File: src/rtl/keypad_scanner.sv
`default_nettype none
// ============================================================================
//  Module   : keypad_scanner
//  Purpose  : 4x4 matrix keypad scanner with press/release debounce; emits a
//             4-bit key code with a one-cycle valid strobe.
//  Revision : 1.0  initial release
// ============================================================================
module keypad_scanner #(
    parameter int SCAN_DIV = 1000,
    parameter int DEBOUNCE = 20000
) (
    input  logic       clk,
    input  logic       rst_n,
    input  logic [3:0] col_n,
    output logic [3:0] row_n,
    output logic [3:0] key_code,
    output logic       key_valid,
    output logic       key_held
);

    localparam int c_cnt_max = (SCAN_DIV > DEBOUNCE) ? SCAN_DIV : DEBOUNCE;
    localparam int c_cnt_w   = $clog2(c_cnt_max);

    localparam logic [c_cnt_w-1:0] c_scan_last = c_cnt_w'(SCAN_DIV - 1);
    localparam logic [c_cnt_w-1:0] c_deb_last  = c_cnt_w'(DEBOUNCE - 1);

    // Nibble {row, col} holds the code; row 3 carries *=F, 0, #=E, D.
    localparam logic [63:0] c_key_map = 64'hDE0F_C987_B654_A321;

    typedef enum logic [1:0] {
        ST_SCAN     = 2'd0,
        ST_DEBOUNCE = 2'd1,
        ST_HOLD     = 2'd2,
        ST_RELEASE  = 2'd3
    } state_t;

    state_t             r_state;
    state_t             w_state;
    logic [3:0]         r_sync1;
    logic [3:0]         r_col_s;
    logic [c_cnt_w-1:0] r_cnt;
    logic [c_cnt_w-1:0] w_cnt;
    logic [1:0]         r_row;
    logic [1:0]         w_row;
    logic [3:0]         r_pat;
    logic [3:0]         w_pat;
    logic [3:0]         r_row_n;
    logic [3:0]         r_key_code;
    logic [3:0]         w_key_code;
    logic               r_key_valid;
    logic               w_key_valid;
    logic               r_key_held;
    logic               w_key_held;
    logic               w_col_valid;
    logic [1:0]         w_col_idx;

    assign row_n     = r_row_n;
    assign key_code  = r_key_code;
    assign key_valid = r_key_valid;
    assign key_held  = r_key_held;

    assign w_col_valid = $onehot(~r_col_s);

    always_comb begin
        case (r_pat)
            4'b1110: w_col_idx = 2'd0;
            4'b1101: w_col_idx = 2'd1;
            4'b1011: w_col_idx = 2'd2;
            default: w_col_idx = 2'd3;
        endcase
    end

    always_ff @(posedge clk or negedge rst_n) begin
        if (!rst_n) begin
            r_state     <= ST_SCAN;
            r_sync1     <= 4'b1111;
            r_col_s     <= 4'b1111;
            r_cnt       <= '0;
            r_row       <= 2'd0;
            r_pat       <= 4'b1111;
            r_row_n     <= 4'b1110;
            r_key_code  <= 4'h0;
            r_key_valid <= 1'b0;
            r_key_held  <= 1'b0;
        end else begin
            r_state     <= w_state;
            r_sync1     <= col_n;
            r_col_s     <= r_sync1;
            r_cnt       <= w_cnt;
            r_row       <= w_row;
            r_pat       <= w_pat;
            r_row_n     <= ~(4'b0001 << w_row);
            r_key_code  <= w_key_code;
            r_key_valid <= w_key_valid;
            r_key_held  <= w_key_held;
        end
    end

    always_comb begin
        w_state     = r_state;
        w_cnt       = r_cnt;
        w_row       = r_row;
        w_pat       = r_pat;
        w_key_code  = r_key_code;
        w_key_valid = 1'b0;
        w_key_held  = r_key_held;
        case (r_state)
            ST_SCAN: begin
                if (r_cnt == c_scan_last) begin
                    w_cnt = '0;
                    if (w_col_valid) begin
                        w_pat   = r_col_s;
                        w_state = ST_DEBOUNCE;
                    end else begin
                        w_row = r_row + 2'd1;
                    end
                end else begin
                    w_cnt = r_cnt + 1'b1;
                end
            end
            ST_DEBOUNCE: begin
                if (r_col_s != r_pat) begin
                    w_state = ST_SCAN;
                    w_row   = r_row + 2'd1;
                    w_cnt   = '0;
                end else if (r_cnt == c_deb_last) begin
                    w_state     = ST_HOLD;
                    w_key_code  = c_key_map[{r_row, w_col_idx, 2'b00} +: 4];
                    w_key_valid = 1'b1;
                    w_key_held  = 1'b1;
                    w_cnt       = '0;
                end else begin
                    w_cnt = r_cnt + 1'b1;
                end
            end
            ST_HOLD: begin
                w_cnt = '0;
                if (r_col_s == 4'b1111) begin
                    w_state = ST_RELEASE;
                end
            end
            ST_RELEASE: begin
                if (r_col_s != 4'b1111) begin
                    w_state = ST_HOLD;
                    w_cnt   = '0;
                end else if (r_cnt == c_deb_last) begin
                    w_state    = ST_SCAN;
                    w_key_held = 1'b0;
                    w_row      = r_row + 2'd1;
                    w_cnt      = '0;
                end else begin
                    w_cnt = r_cnt + 1'b1;
                end
            end
            default: begin
                w_state = ST_SCAN;
                w_cnt   = '0;
            end
        endcase
    end

endmodule
`default_nettype wire
File: config.mk
export PLATFORM = sky130hd
export DESIGN_NAME = keypad_scanner
export DESIGN_NICKNAME = d
export VERILOG_FILES = /design/src/rtl/keypad_scanner.sv
export SDC_FILE = /design/constraint.sdc
export NUM_CORES = 1
export LEC_CHECK = 0
export ABC_CLOCK_PERIOD_IN_PS = 7300
export CORE_ASPECT_RATIO = 0.5
export CORE_MARGIN = 1.5
export CORE_UTILIZATION = 40
export CTS_CLUSTER_SIZE = 12
export DETAILED_ROUTE_END_ITERATION = 7
export DONT_BUFFER_PORTS = 1
export PLACE_DENSITY = 0.59
export REMOVE_ABC_BUFFERS = 1
export SLEW_MARGIN = 15
export SYNTH_ARGS = -nofsm -noshare
export SYNTH_HDL_FRONTEND = slang
export SYNTH_SLANG_ARGS = --single-unit
File: constraint.sdc
create_clock -name clk -period 7.3 [get_ports clk]
set_input_delay 0 -clock clk [delete_from_list [all_inputs] [get_ports clk]]
set_output_delay 0 -clock clk [all_outputs]
set_load 0.01 [all_outputs]
==> impl_metrics.toml <==
[yosys]
yosys_register_bits = 41
syn_area_sq_um = 2140
ys_types = 50
seq_area_frac_synth_pct = 48.9
avgSynthCellArea_sq_um = 11.3
synth_cells = 189
synth_top_flop_cell = "dfrtp_1"
yosysTopAreaCell = "dfrtp_1"
async_flop_share_pct = 100
ys_warn_count = 0
synth_edf_count = 0
netlist.area_leader.share_pct = 30.4
synth_area_leaders = "dfrtp_1, dfstp_2, xor2_1, ha_1, xnor2_1"

[run_status]
run_status = "completed"

[placed_design]
hpwl_um = 2550
placed_area_sq_um = 2200
place_inst = 255
place_congestion = 0.781
portBuffers = 0
pre_cts_slack_ps = 4700

[clock_network]
clk_path_buf_depth = 2
cts.clk_slew.worst_paths_ps = 80
cts_tree = "yes"
cts_inserted_buffers = 5
cts_hold_buffers = 6
numClockSinks = 41
post_cts_resized = 0
insertion_delay_ps = 290
postCtsSetupBuffers = 0
cts_max_level = 2
root_buffer = "clkbuf_8"

[sta]
finalHoldViolations = 0
fin_crit_sh_pct = 35.4
final.min_clock_period_ps = 2580
skew_ps = 6.45
tightest_slew_ps = 559
setup_ws_ps = 4720
finalSetupViolations = 0
relSlewSlack_pct = 62.7
grt_setup_unrepaired = "no"
max_freq_ghz = 0.387
drv_slew = 0
tns_ps = 0

[global_route]
grt_max_degree = 42
track_usage_pct = 14.0
antenna_found_initial = 0
grt_pass1_wl_um = 6070
grt_pass1_vias = 1232
grt-ovfl-total = 0

[die]
design.core.area_sq_um = 5020
die_h_um = 54.7
pin_count = 16
initial_utilization_pct = 42.6
die_w_um = 106
die-area_sq_um = 5820
rows = 18

[power_and_ir_drop]
pwr-share-comb_pct = 3.9
p_seq_share_pct = 59.7
p_per_area_nw_per_um2 = 166
pwr-share-clk_pct = 36.4
switching_share_pct = 22.3
leakage_nw = 1.02
internal_power_mw = 0.304
peakVddDrop_mv = 0.0629
switching_power_mw = 0.0870

[critical_path]
critPathMaxFanout = 6
crit_path_end_kind = "flop"
reg2reg_slack_ps = 4720
arrival_ps = 2800
path_class = "reg -> reg"
critical_path.reg2reg.endpoint = "row_n[3]"
worst-r2r-cell-count = 9
cp.required_ps = 7520
start_kind = "flop"
r2r-start = "r_col_s[1]"

[flow_run]
maxCapViolations = 0

[cells_and_area]
diodes = 0
drive_gt1_share_pct = 24.1
final_common_cell = "dfrtp_1"
layout_common_cells = "dfrtp_1, dfstp_2, nor2_1, xor2_1"
final_cells = 269
syn2layout_area_growth_pct = 9.95
fin_util_pct = 46.8
design_area_sq_um = 2350
nets = 213

[detailed_routing]
ant_nets = 0
totalWireLength_um = 3660
via_per_inst = 5.03
dr.pass1.iters = 4
drtIter0Drc = 81
vias = 1353
drcViolationCount = 0
avgRoutedWirePerCell_um = 13.6

[min_path]
hold_path.class = "in -> async"
cells by family (layout without fill, tap and decap cells):
| kind of cell | Yosys count | after routing | synth area share, % |
|---|---|---|---|
| simple gates | 82 | 82 | 23.1 |
| mux | 12 | 12 | 6.67 |
| buf+inv | 12 | 22 | 2.69 |
| fa+ha+maj | 9 | 9 | 5.62 |
| xor+xnor | 20 | 20 | 8.20 |
| flops | 41 | 41 | 48.9 |
| compound gates | 13 | 13 | 4.80 |
synthesized netlist by cell type (2+ instances only):
cell type and n:
dfrtp_1 26, dfstp_2 15, nor2_1 14, xor2_1 12, nand3_1 11, nor2_2 11, nand2_1 10, ha_1 8
inv_1 8, xnor2_1 8, nand4_1 7, mux2_1 6, nor2b_1 4, mux2i_1 3, nand2b_1 3, nor3_1 3
nor4_2 3, clkbuf_1 2, mux2_2 2, o21ai_0 2, o31ai_1 2
sequential cells by signal (all words and copies together) (netlist names):
signal	flops
r_row	2
row_n	4
key_held	1
r_cnt	15
r_sync1	4
key_valid	1
r_col_s	4
r_pat	4
r_state	2
key_code	4
worst max path at each step:
stage                          start  cells past startpoint  slack, ps  endpoint
after floorplan           r_col_s[0]                      9       4900  row_n[1]
final                     r_col_s[1]                      9       4720  row_n[3]
after global placement    r_col_s[1]                      9       4780  row_n[1]
after CTS                 r_col_s[1]                      9       4700  row_n[3]
after global routing      r_col_s[1]                      9       4540  row_n[0]
after detailed placement  r_col_s[1]                      9       4700  row_n[3]
final cells by class:
class	count	area, sq um
clock buffers	6	72.6
flip-flops and latches	41	1040
fillers	480	2670
multi-input cells	136	1030
well taps	70	87.6
clock inverters	2	10.0
repair buffers	6	70.1
inverters	8	30.0
layer usage:
metal  wire [um]  GRT usage (%)  vias to the layer above
met1        1920           18.4                      656
li1            -              -                      673
met4          27           5.41                        0
met5           0              0                        -
met3         127           4.52                        5
met2        1580           21.9                       19
power groups by stage:
stage	clock network (mW)	logic (mW)	registers, mW
after floorplan	0	0.00618	0.237
after global placement	0	0.00738	0.238
after detailed placement	0	0.00747	0.238
after CTS	0.148	0.0156	0.234
after global routing	0.156	0.0177	0.234
final	0.142	0.0151	0.233
critical path, stage by stage (launching register included):
cell	delay (ps)
dfstp_2	580
fa_1	420
inv_1	70
ha_1	140
ha_1	220
nor2_1	100
nand2_1	100
and3_2	250
nor3_2	400
mux2i_1	250
through the flow:
step	hold slack (ps)	power, mW
after floorplan	-296	0.243
after global placement	-294	0.245
after detailed placement	-294	0.245
after CTS	190	0.397
after global routing	201	0.407
final	177	0.391
Note: power is estimated with default switching activity, not from simulation.
